[src/rtl/acc_write_queue.sv]
`default_nettype none
// ============================================================================
// Module   : acc_write_queue
// Purpose  : FIFO write-back buffer in front of the accumulator bank, with
//            forwarding lookup of values that are still pending.
// Revision : 1.0
// ============================================================================
module acc_write_queue #(
    parameter int DATA_WIDTH = 8,
    parameter int REG_BITS   = 2,
    parameter int DEPTH      = 4
) (
    input  logic                    clock,
    input  logic                    resetN,
    input  logic                    inValid,
    output logic                    inReady,
    input  logic [REG_BITS-1:0]     inRegister,
    input  logic [DATA_WIDTH-1:0]   inData,
    input  logic                    holdWrite,
    output logic                    regWrite,
    output logic [REG_BITS-1:0]     RegisterNumber,
    output logic [DATA_WIDTH-1:0]   writeData,
    input  logic [REG_BITS-1:0]     lookupRegister,
    output logic                    lookupHit,
    output logic [DATA_WIDTH-1:0]   lookupData,
    output logic [$clog2(DEPTH):0]  pendingCount,
    output logic                    overflowFlag
);

    localparam int PTR_W = $clog2(DEPTH);
    localparam int CNT_W = PTR_W + 1;

    logic [REG_BITS-1:0]   reg_mem  [DEPTH];
    logic [DATA_WIDTH-1:0] data_mem [DEPTH];
    logic [PTR_W-1:0]      rd_ptr;
    logic [PTR_W-1:0]      wr_ptr;
    logic [CNT_W-1:0]      count;
    logic                  push;
    logic                  pop;
    logic [PTR_W-1:0]      scan_idx;

    // A full queue refuses input even if it drains this cycle.
    always_comb begin
        inReady = resetN && (count < CNT_W'(DEPTH));
        push    = inValid && inReady;
        pop     = (count != '0) && !holdWrite;
    end

    assign pendingCount = count;

    always_ff @(posedge clock) begin
        if (!resetN) begin
            rd_ptr         <= '0;
            wr_ptr         <= '0;
            count          <= '0;
            regWrite       <= 1'b0;
            RegisterNumber <= '0;
            writeData      <= '0;
            overflowFlag   <= 1'b0;
        end else begin
            if (push) begin
                wr_ptr <= wr_ptr + 1'b1;
            end
            if (pop) begin
                rd_ptr         <= rd_ptr + 1'b1;
                regWrite       <= 1'b1;
                RegisterNumber <= reg_mem[rd_ptr];
                writeData      <= data_mem[rd_ptr];
            end else begin
                regWrite <= 1'b0;
            end
            case ({push, pop})
                2'b10:   count <= count + 1'b1;
                2'b01:   count <= count - 1'b1;
                default: count <= count;
            endcase
            if (inValid && !inReady) begin
                overflowFlag <= 1'b1;
            end
        end
    end

    // Storage needs no reset: entries are only visible through count.
    always_ff @(posedge clock) begin
        if (push) begin
            reg_mem[wr_ptr]  <= inRegister;
            data_mem[wr_ptr] <= inData;
        end
    end

    // Scan oldest to newest so the newest queued match wins over the output stage.
    always_comb begin
        lookupHit  = 1'b0;
        lookupData = '0;
        scan_idx   = '0;
        if (regWrite && (RegisterNumber == lookupRegister)) begin
            lookupHit  = 1'b1;
            lookupData = writeData;
        end
        for (int i = 0; i < DEPTH; i++) begin
            scan_idx = rd_ptr + PTR_W'(i);
            if ((CNT_W'(i) < count) && (reg_mem[scan_idx] == lookupRegister)) begin
                lookupHit  = 1'b1;
                lookupData = data_mem[scan_idx];
            end
        end
    end

endmodule
`default_nettype wire

[config.mk]
export PLATFORM = sky130hd
export DESIGN_NAME = acc_write_queue
export DESIGN_NICKNAME = d
export VERILOG_FILES = /design/src/rtl/acc_write_queue.sv
export SDC_FILE = /design/constraint.sdc
export NUM_CORES = 1
export LEC_CHECK = 0
export BUFFER_PORTS_ARGS = -buffer_cell sky130_fd_sc_hd__buf_2
export CAP_MARGIN = 20
export CORE_MARGIN = 4
export CORE_UTILIZATION = 59
export DETAILED_ROUTE_END_ITERATION = 16
export MAX_ROUTING_LAYER = met4
export PLACE_DENSITY = 0.83
export SLEW_MARGIN = 20
export SYNTH_ARGS = -nofsm -noshare
export SYNTH_HDL_FRONTEND = slang
export SYNTH_SLANG_ARGS = --single-unit
[constraint.sdc]
create_clock -name clock -period 2.9 [get_ports clock]
set_input_delay 0.435 -clock clock [delete_from_list [all_inputs] [get_ports clock]]
set_output_delay 0.435 -clock clock [all_outputs]
set_load 0.01 [all_outputs]
Yosys cells after proc, flatten, opt, wreduce, memory -nomap -nowiden
Memories as Yosys holds them, arrays and structs flattened. A register that Yosys moved wholly into a read port is not among the register bits.
Index checks and enable logic that the tools add are counted.
Word-level totals
  word-level logic and storage cells: 58
  memories: 2
  memory bits (writable): 40
  ROM bits: 0
  latch bits: 0
  register bits: 19
Cells by class
  add/subtract/negate cells: 6
  eq/ne operators: 7
  reduce and logical (&&, ||, !) cells: 13
  bitwise operators: 0
  divide/modulo/power cells: 0
  $lt $le $gt $ge: 5
  muxes and demuxes: 18
  multiply operators: 0
  shift-type cells: 0
Memory list
  data_mem: words 4, width 8, read ports 4, clocked after Yosys merged registers in 1, wr ports 1, RTL line 34  | logic [DATA_WIDTH-1:0] data_mem [DEPTH];
  reg_mem: words 4, width 2, read ports 4, clocked after Yosys merged registers in 1, wr ports 1, RTL line 33  | logic [REG_BITS-1:0] reg_mem [DEPTH];
Operators with widths (number)
  $mux 8: 5
  $eq 2x2->1: 5
  $logic_and 1x1->1: 9
  $mux 1: 8
  $mux 2: 4
  $lt 1x3->1 const A: 2
  $lt 2x3->1 const A: 2
  $pmux 3 s2: 1
  $add 2x1->2 const B: 2
  $add 2x2->2 const B: 2
  $add 3x1->3 const B: 1
  $lt 3x3->1 const B: 1
  $reduce_bool 3->1: 1
  $sub 3x1->3 const B: 1
  $eq 2x1->1 const B: 1
  $eq 2x2->1 const B: 1
  $logic_not 1->1: 2
  $reduce_bool 2->1: 1

Logic depth before layout (Yosys ltp)
Gate-level depths: netlist of the first run.
  word-level depth: 7
  mapped depth: 8
  mapped depth without buffers: 7

Worst setup path before layout of the first run
OpenSTA, ideal clock, no wires.
  kind: reg2out
  from: register rd_ptr[0]
  to: output lookupData[0]
  cell stages (with the launch flop): 8
  arrival time: 2.126 ns
  buffers on the path: 2
  slack: 0.339 ns
  cell sequence: dfxtp_1 > buf_6 > mux4_1 > xor2_2 > nor3_2 > or2_1 > buf_2 > o31ai_1
Between the ends
  word-level cells in the longest chain between the ends: 7
Ends and longest elaborated chain
  start: declaration: RTL line 35  | logic [PTR_W-1:0] rd_ptr;
  start signal: assignment: RTL line 65  | rd_ptr <= rd_ptr + 1'b1;
  $add 2x1->2: RTL line 101  | scan_idx = rd_ptr + PTR_W'(i);
  $mem_v2 4x2
  $eq 2x2->1: RTL line 102  | if ((CNT_W'(i) < count) && (reg_mem[scan_idx] == lookupRegister)) begin
  $logic_and 1x1->1: RTL line 102
  $mux 8 (2 in a row): RTL line 102
  $mux 8 *: RTL line 102
  end: declaration: RTL line 25  | output logic [DATA_WIDTH-1:0] lookupData,
Mark *: on every way between the ends. The rest lies on a longest branch, timed or not.

==> summary.md, run 1 <==
| Metric | Value |
|---|---|
| Htree depth | 3 |
| CTS Buf Count | 9 |
| Dpl cells | about 390 |
| Synthesis-stage register bit count | 61 |
| Max Fanout on Critical Path | 8 |
| DP Area | 0.00391 sq mm |
| N_diodes | 0 |
| Layout cells sized above 1 | 33.6% |
| Max Clock Skew | 9.05 ps |
| Met2 Wirelength | ~3800 um |
| Initial drt markers | 179 |
| Syn Inst Count | 280 |
| DRT antenna net count | 0 |
| Measured slew at the worst slew-check pin | around 680 ps |
| Via Count | roughly 2,500 |
| Sw frac | between 30% and 40% |
| # DRC | 0 |
| Final slew viol count | 0 |
| Root Buffer | clkbuf_8 |
| Worst Hold Depth | 1 |
| P per Cell Area | 773 mW/mm^2 |
| Clock sinks | 61 |
| R2R cell count | 7 |
| GRT Overall Usage | 22.7% |
| Final Non-Filler Cells | 405 |
| Initial core utilization | 61.3% |
| Int Power | roughly 2.1 mW |
| Die W | just under 90 um |
| Comb pwr share | 42.8% |
| PortBufs | 40 |
| Final Setup Violations | 0 |
| R2R Path End | pendingCount[2]$_SDFFE_PN0P_ |
| Post-Syn Area | approximately 0.0036 sq mm |
| I/O pins | 41 |
| Area growth syn-to-layout | 14.3% |
| Clock share of power | a little over a fifth |
| Slew HR | 54.9% |
| Post-synthesis net count | a little over 300 |
| Metal3 WL | between 500 and 600 um |
| Hold path endpoint | data_mem[0][1]$_DFFE_PP_ |
| Clock transition at path regs | 60 ps |
| Crit path time final | between 2000 and 3000 ps |
| Layout net count | 350 |
| CTS tree | built |
| Netlist cell types | 37 |
| Status | completed |
| Die Ht | a little under 90 um |
| Final wirelength | 8030 um |
| First-pass GRT wire length | 12,500 um |
| Max IR drop VDD | 0.544 mV |
| DIE AREA | between 0.007 and 0.008 sq mm |
| Crit Reg-Reg Startpoint | pendingCount[0]$_SDFFE_PN0P_ |
| Placed wire-length estimate | 5730 um |
| Post-Route M1 WL | 3490 um |
| Hold-fix buffer count after cts | 0 |
| Worst path required time | 2470 ps |
| Vias in the first global route | approximately 2,400 |
| Maximum clock path buffer count | 2 |
| Highest metal used | met4 |
| # rows | 28 |
| Core area | 0.00596 sq mm |
| Final hold viol count | 0 |
| RSZ-0062 raised after global routing | yes |
| Gpl congestion | approximately 0.85 |
| Hold Crit Start | inData[1] |
| Part of the power in registers | 35.3% |
| Leak Pwr | 1.48 nW |
| Critical path type | flop to output pin |
| Initial antenna violation count | 0 |
| Post-place setup slack | 160 ps |
| Tcrit/Tclk final | 99.6% |
| Gr ovfl total | 0 |
| DR vias/cell | 6.24 |
| Min setup slack post-route | 12.8 ps |
| Post-route cell area | 0.00417 sq mm |
| Sw Pwr | 1.14 mW |
| R2r setup slk | just over 800 ps |
| Crit start category | flop |
| Setup TNS | 0 ps |
| Synthesis Warnings | 0 |
| Max Fclk | 0.346 GHz |
| Worst min path class | primary input to flop |
| Critical Path AT | between 2000 and 2500 ps |
| Setup crit end kind | output pin |
| Max-Cap Viols | 0 |
| Syn Area/Cell | 13.0 sq um |
| Wire per inst | 19.8 um |
| Largest net degree at the start of global routing | 32 |
| DR pass1 iterations | 4 |
| Clk Latency, worst-skew pair | ~340 ps |
| Register area share after synthesis | 44.4% |
-- state kept, by name, indices dropped and copies added (netlist names), named ones only --
register / count
data_mem: 32
wr_ptr: 2
pendingCount: 3
rd_ptr: 2
regWrite: 1
overflowFlag: 1
RegisterNumber: 2
writeData: 8
reg_mem: 8
-- critical path: stages (launching register included) --
cell and delay (ps):
edfxtp_1 450, mux4_2 540, xor2_2 230, nor3_2 90, or2_4 290, o31ai_2 330
buf_2 190
-- per-stage QoR --
step	power (mW)	hold slack, ps	util [%]
6_report	3.22	313	70.0
5_1_grt	3.40	306	70.0
4_1_cts	3.21	305	69.5
3_5_place_dp	2.47	492	65.6
3_3_place_gp	2.44	464	65.6
2_1_floorplan	2.15	469	-
-- how the worst max path moves through the flow --
stage / from / endpoint / cells past startpoint
finish: reg_mem[1][0]$_DFFE_PP_ / lookupData[7] / 6
detailed placement: rd_ptr[0]$_SDFFE_PN0P_ / lookupData[7] / 6
global placement: rd_ptr[0]$_SDFFE_PN0P_ / lookupData[7] / 6
global route: reg_mem[3][0]$_DFFE_PP_ / lookupData[4] / 6
CTS: rd_ptr[0]$_SDFFE_PN0P_ / lookupData[7] / 8
floorplan: rd_ptr[0]$_SDFFE_PN0P_ / lookupData[0] / 7
-- power by group through the flow --
stage          clock [mW]  sequential, mW  combinational (mW)
2_1_floorplan           0            1.12                1.02
3_3_place_gp            0            1.14                1.30
3_5_place_dp            0            1.15                1.32
4_1_cts             0.715            1.13                1.36
5_1_grt             0.761            1.15                1.49
6_report            0.704            1.14                1.38
-- routing by layer --
| layer | vias up | track usage, % |
|---|---|---|
| li1 | 1167 | - |
| met1 | 1245 | 30.5 |
| met2 | 101 | 33.9 |
| met3 | 14 | 4.37 |
| met4 | 0 | 9.63 |
| met5 | - | - |
-- synthesized netlist by cell type --
library cell  count  area (sq um)
nand3_1           3          15.0
a221oi_1          7          61.3
xnor2_2           2          32.5
nor3_2            1          10.0
clkbuf_2          1          5.00
a221oi_2          1          15.0
buf_12            1          20.0
a21boi_0          1          7.51
o311ai_2          1          16.3
nor2b_1          12          75.1
o21ai_0          11          55.1
inv_1             6          22.5
nor4b_1           7          61.3
o31ai_1           7          52.6
or3_1             1          6.26
nor2_1           18          67.6
mux2i_1          25           250
dfxtp_1          21           420
clkbuf_1          7          26.3
and2_1            8          50.1
xor2_1            3          26.3
nand2_1          13          48.8
xnor2_1           8          70.1
nand3b_1          1          7.51
edfxtp_1         40          1200
mux2_2            7          78.8
xor2_2            2          32.5
a21oi_1          10          50.1
mux4_2           18           405
ha_1              9           113
mux4_1            8           210
buf_6             3          33.8
a31oi_2           1          12.5
and3_1            6          37.5
buf_2             8          40.0
nor3_1            1          5.00
or2_1             1          6.26
-- logic make-up (layout without fill, tap and decap cells) --
kind of cell             count (synthesis)  in the layout  share of synthesized area, %
buffers and inverters                   26             76                          4.05
XOR/XNOR                                15             15                          4.42
adder cells (fa/ha/maj)                  9              9                          3.09
AO/OA/AOI/OAI                           39             39                          7.41
multiplexers                            58             58                          25.9
flip-flops                              61             61                          44.4
AND/OR/NAND/NOR                         72             72                          10.7
-- what timing repair did --
action	in CTS	in global routing
setup buffers	1	0
endpoints found under the setup margin	8	8
resized for setup	12	7
gates cloned	1	0
endpoints found under the hold margin	0	0
pin swaps	0	7
-- final cells by class --
cell class,count,area [sq um]
Inverter,6,22.5
Multi-Input combinational cell,193,1940
Clock inverter,7,56.3
Timing Repair Buffer,54,303
Tap cell,75,93.8
Sequential cell,61,1630
Clock buffer,9,124
Fill cell,399,1790
-- placed cells by master (no fill, tap or decap), types with 2 or more instances in the layout --
| cell | instances |
|---|---|
| mux2i_1 | 25 |
| clkinv_1 | 5 |
| and2_1 | 8 |
| nor2b_1 | 12 |
| and3_1 | 4 |
| xnor2_1 | 7 |
| nor4b_1 | 6 |
| dfxtp_4 | 2 |
| o31ai_1 | 4 |
| nor3_2 | 2 |
| clkbuf_8 | 9 |
| buf_2 | 41 |
| dfxtp_1 | 18 |
| inv_1 | 6 |
| nand3_1 | 2 |
| xor2_2 | 2 |
| ha_1 | 9 |
| buf_4 | 13 |
| o31ai_2 | 3 |
| a221oi_1 | 7 |
| edfxtp_1 | 40 |
| and3_4 | 2 |
| nor2_1 | 18 |
| xnor2_2 | 3 |
| nand2_1 | 13 |
| mux2_2 | 7 |
| a21oi_1 | 10 |
| mux4_1 | 8 |
| mux4_2 | 18 |
| xor2_1 | 3 |
| o21ai_0 | 11 |
No activity file was read; power rests on OpenSTA's default activity.
==> run 2, diff against run 1 <==
Settings changed: PLACE_DENSITY 0.83 to 0.8, TNS_END_PERCENT from default to 20.
==> run 2 against run 1 <==
  * Core utilization grew 1.5 points
  * Via count shrank 1.2%
  * Global-route usage shrank 0.22 points
  * Sequential power is essentially flat
  * Critical path depth grew 1
  * Maximum frequency grew 0.85%
  * Flip-flop and latch count is the same
  * Sequential share of layout area shrank 0.82 points
  * Critical endpoint is now lookupData[5]
==> summary.md, run 2 (synthesized netlist as in run 1, its figures left out) <==
| Metric | Value |
|---|---|
| Status | completed |
| Setup crit end kind | output pin |
| Initial core utilization | 61.3% |
| GRT Overall Usage | 22.5% |
| Post-place setup slack | 149 ps |
| CTS tree | built |
| Wire per inst | 19.4 um |
| # DRC | 0 |
| Final slew viol count | 0 |
| Gpl congestion | 0.847 |
| Max IR drop VDD | 0.491 mV |
| Gr ovfl total | 0 |
| P per Cell Area | ~760 mW/mm^2 |
| Max Fclk | 0.349 GHz |
| Final Non-Filler Cells | 405 |
| I/O pins | 41 |
| CTS Buf Count | 9 |
| Layout net count | 350 |
| Max Fanout on Critical Path | 5 |
| Worst min path class | primary input to flop |
| Htree depth | 3 |
| Layout fillers | 389 |
| Critical Path AT | around 2400 ps |
| Tcrit/Tclk final | 98.7% |
| Total power | roughly 3.2 mW |
| Final hold slack | approximately 300 ps |
| Leak Pwr | 1.51 nW |
| Maximum clock path buffer count | 2 |
| Placed wire-length estimate | about 5400 um |
| Clk Latency, worst-skew pair | about 350 ps |
| Initial drt markers | about 200 |
| Hold-fix buffer count after cts | 0 |
| Slew HR | between 50% and 60% |
| PortBufs | 40 |
| Area growth syn-to-layout | 16.7% |
| Initial antenna violation count | 0 |
| DR vias/cell | 6.16 |
| Final hold viol count | 0 |
| Register bank with the most flops | data_mem |
| Max FFs per register | 32 |
| Most frequent cells in the layout | edfxtp_1, buf_2, mux2i_1 |
| N_diodes | 0 |
| Final wirelength | 7870 um |
| Crit start category | flop |
| Clock sinks | between 60 and 70 |
| Vias in the first global route | 2,357 |
| DIE AREA | ~0.0075 sq mm |
| Layout cells sized above 1 | 37.6% |
| Largest net degree at the start of global routing | 39 |
| First-pass GRT wire length | around 12,000 um |
| Biggest registers after layout | data_mem x32, reg_mem x8, writeData x8 |
| # rows | 28 |
| DRT antenna net count | 0 |
| Worst path required time | 2470 ps |
| Max Clock Skew | roughly 9 ps |
| Max-Cap Viols | 0 |
| Core area | between 0.005 and 0.006 sq mm |
| Critical path type | flop to output pin |
| Clock transition at path regs | about 70 ps |
| Via Count | approximately 2,500 |
| Crit path time final | 2860 ps |
| Die Ht | 86.6 um |
| RSZ-0062 raised after global routing | yes |
| Final Setup Violations | 0 |
| Dpl cells | 386 |
| Measured slew at the worst slew-check pin | between 600 and 700 ps |
| Root Buffer | clkbuf_8 |
| DR pass1 iterations | 4 |
| Min setup slack post-route | 37.3 ps |
| Die W | 86.6 um |
-- run 2: changes by cell type in the layout (fill, tap and decap cells not counted), sizes merged --
cell,previous run,this run
clkbuf,9,10
bufinv,1,0
-- run 2: cell type report --
type                       count  area (sq um)  area share [%]
multi-input combinational    193          2030            47.7
sequential                    61          1630            38.3
timing repair buffer          54           322            7.55
clock buffer                  10           128            3.00
tap                           75          93.8            2.20
clock inverter                 6          30.0           0.705
inverter                       6          22.5           0.529
-- run 2: final timing paths --
kind | from | end | slack [ps] | depth (start not counted)
worst max-delay path | reg_mem[0][1]$_DFFE_PP_ | lookupData[5] | 40 | 7
worst min-delay path | inData[7] | data_mem[1][7]$_DFFE_PP_ | 300 | 1
worst max register to register | pendingCount[0]$_SDFFE_PN0P_ | pendingCount[2]$_SDFFE_PN0P_ | 800 | 7
worst min register to register | overflowFlag$_SDFFE_PN0P_ | overflowFlag$_SDFFE_PN0P_ | 490 | 2
-- run 2: per-layer routing --
metal | track usage (%) | share of wire (%) | vias to the layer above
met3 | 5.80 | 9.1 | 10
met2 | 35.7 | 49 | 95
met5 | - | 0 | -
li1 | - | - | 1166
met4 | 8.07 | 1.2 | 0
met1 | 28.0 | 41 | 1225
-- run 2: power by group --
group / leakage, nW / switching, mW / internal [mW]
Combinational: 0.894 / 0.751 / 0.705
Sequential: 0.536 / 0.106 / 1.03
Clock: 0.0809 / 0.326 / 0.299
Total: 1.51 / 1.18 / 2.03
-- run 2: worst max-delay path, cell delays in order (launching register included) --
cell      delay [ps]
edfxtp_1         430
mux4_2           520
xor2_2           180
nor3_4           240
buf_4            190
mux2i_1          250
o31ai_2          120
buf_2            150
-- run 2: timing repair --
action | 4_1_cts | 5_1_grt
resized for setup | 13 | 21
setup buffers | 0 | 2
gates cloned | 1 | 0
pin swaps | 1 | 7
endpoints found under the setup margin | 8 | 8
-- run 2: per-stage QoR --
stage	cell area [sq um]	utilization (%)	setup TNS, ps
after floorplan	3650	-	0
final	4260	71.5	0
after global routing	4260	71.5	-167
after detailed placement	3900	65.5	0
after CTS	4100	68.9	0
after global placement	3900	65.5	0
==> run 3, diff against run 2 <==
Settings changed: CORE_UTILIZATION 59 to 61, CTS_BUF_LIST from default to sky130_fd_sc_hd__clkbuf_8, PLACE_DENSITY 0.8 to 0.83.
==> run 3 against run 2 <==
  * Combinational power decreased by 3%
  * Critical path type unchanged
  * Register-to-register slack improved by 20 ps
  * Critical path depth decreased by 1
==> summary.md, run 3 (synthesized netlist as in run 1, its figures left out) <==
| Metric | Value |
|---|---|
| Final Non-Filler Cells | 400 |
| Via Count | approximately 2,500 |
| Critical Path AT | 2460 ps |
| Layout net count | 348 |
| R2R cell count | 7 |
| Dpl cells | between 300 and 400 |
| Clk Latency, worst-skew pair | 350 ps |
| Crit path time final | 2890 ps |
| Max FFs per register | 32 |
| Placed wire-length estimate | approximately 5500 um |
| Vias in the first global route | 2,399 |
| Max-Cap Viols | 0 |
| Setup crit end kind | output pin |
| Post-place setup slack | between 150 and 200 ps |
| # DRC | 0 |
| Max Fclk | between 0.3 and 0.4 GHz |
| Core area | 0.00564 sq mm |
| Slew HR | 55.1% |
| Final slew viol count | 0 |
| I/O pins | 41 |
| N_diodes | 0 |
| Max Fanout on Critical Path | 8 |
| Min setup slack post-route | 5.04 ps |
| Register bank with the most flops | data_mem |
| RSZ-0062 raised after global routing | yes |
| DRT antenna net count | 0 |
| Crit start category | flop |
| Critical path type | flop to output pin |
| Root Buffer | clkbuf_8 |
| PortBufs | 40 |
| R2r setup slk | 820 ps |
| Tcrit/Tclk final | approximately 100% |
| Leak Pwr | about 1.5 nW |
| Maximum clock path buffer count | 2 |
| Crit Reg-Reg Startpoint | pendingCount[0]$_SDFFE_PN0P_ |
| Clock sinks | 61 |
| Max Clock Skew | 12.3 ps |
| Largest net degree at the start of global routing | 40 |
| Initial drt markers | 215 |
| First-pass GRT wire length | 12,500 um |
| Final wirelength | ~8000 um |
| Layout cells sized above 1 | approximately 35% |
| Final hold slack | roughly 300 ps |
| Gpl congestion | 0.913 |
| Die Ht | 85.3 um |
| DR pass1 iterations | 6 |
| Htree depth | 3 |
| Worst min path class | primary input to flop |
| Wire per inst | 20.0 um |
| Hold-fix buffer count after cts | 0 |
| CTS Buf Count | 9 |
| Initial core utilization | 64.7% |
| Die W | 85.3 um |
| CTS tree | built |
| Gr ovfl total | 0 |
| DR vias/cell | about 6.3 |
| Layout fillers | 337 |
| Crit path to | lookupData[0] |
| Final Setup Violations | 0 |
| Most frequent cells in the layout | edfxtp_1, buf_2, mux2i_1 |
| Worst path required time | about 2500 ps |
| Status | completed |
| Final hold viol count | 0 |
| Clock transition at path regs | 70 ps |
| Initial antenna violation count | 0 |
| # rows | 27 |
| Measured slew at the worst slew-check pin | 673 ps |
| Max IR drop VDD | 0.407 mV |
| DIE AREA | 0.00728 sq mm |
| R2R Path End | pendingCount[2]$_SDFFE_PN0P_ |
| P per Cell Area | 776 mW/mm^2 |
| GRT Overall Usage | 23.6% |
| Final Util | around three quarters |
| Biggest registers after layout | data_mem x32, reg_mem x8, writeData x8 |
| Area growth syn-to-layout | 15.4% |
| Critical path origin | reg_mem[3][1]$_DFFE_PP_ |
-- run 3: cell count changes in the layout (fill, tap and decap cells not counted), sizes merged --
cell | before | now
clkbuf | 10 | 9
inv | 6 | 8
clkinv | 5 | 3
buf | 54 | 52
bufinv | 0 | 1
-- run 3: worst min path at each step --
stage / cells after the start / slack (ps) / startpoint / to
floorplan: 2 / 470 / wr_ptr[1]$_SDFFE_PN0P_ / wr_ptr[1]$_SDFFE_PN0P_
global placement: 2 / 470 / overflowFlag$_SDFFE_PN0P_ / overflowFlag$_SDFFE_PN0P_
detailed placement: 2 / 490 / overflowFlag$_SDFFE_PN0P_ / overflowFlag$_SDFFE_PN0P_
CTS: 1 / 290 / inData[6] / data_mem[2][6]$_DFFE_PP_
global route: 1 / 290 / inData[7] / data_mem[3][7]$_DFFE_PP_
finish: 1 / 300 / inData[2] / data_mem[3][2]$_DFFE_PP_
-- run 3: worst max-delay path: stages (launching register included) --
cell and delay, ps:
edfxtp_1 420, mux4_2 570, xnor2_4 170, a31oi_4 300, a221oi_1 180, o31ai_2 280, buf_2 190
-- run 3: repair_timing --
action                     CTS  global route
gates cloned                 0             1
gates resized for setup     12            16
pin swaps                    1             7
setup endpoints to repair    8             8
buffers inserted             0             1
-- run 3: through the flow --
step | area [sq um] | setup TNS, ps | total power, mW
2_1_floorplan | 3650 | 0 | 2.15
3_3_place_gp | 3890 | 0 | 2.44
3_5_place_dp | 3890 | 0 | 2.47
4_1_cts | 4110 | 0 | 3.20
5_1_grt | 4210 | -354 | 3.44
6_report | 4210 | 0 | 3.27
-- run 3: cell type report --
cell class / count / area, sq um / area share [%]
multi-input cells: 193 / 1990 / 47.3
flip-flops and latches: 61 / 1630 / 38.7
repair buffers: 52 / 294 / 6.98
clock buffers: 9 / 124 / 2.94
well taps: 72 / 90.1 / 2.14
clock inverters: 7 / 58.8 / 1.40
inverters: 6 / 22.5 / 0.535
-- run 3: report_power, final --
part           switching [mW]  total [mW]  leakage, nW  internal, mW
Combinational           0.739        1.42        0.853         0.684
Clock                   0.324       0.708       0.0990         0.384
Sequential              0.108        1.14        0.536          1.03
-- run 3: routing by layer --
metal / vias up / global-route usage [%] / share of wire [%]
met2: 105 / 33.8 / 47
met4: 0 / 11.1 / 2.8
met3: 17 / 4.85 / 7.1
li1: 1162 / - / -
met5: - / - / 0
met1: 1254 / 32.2 / 43
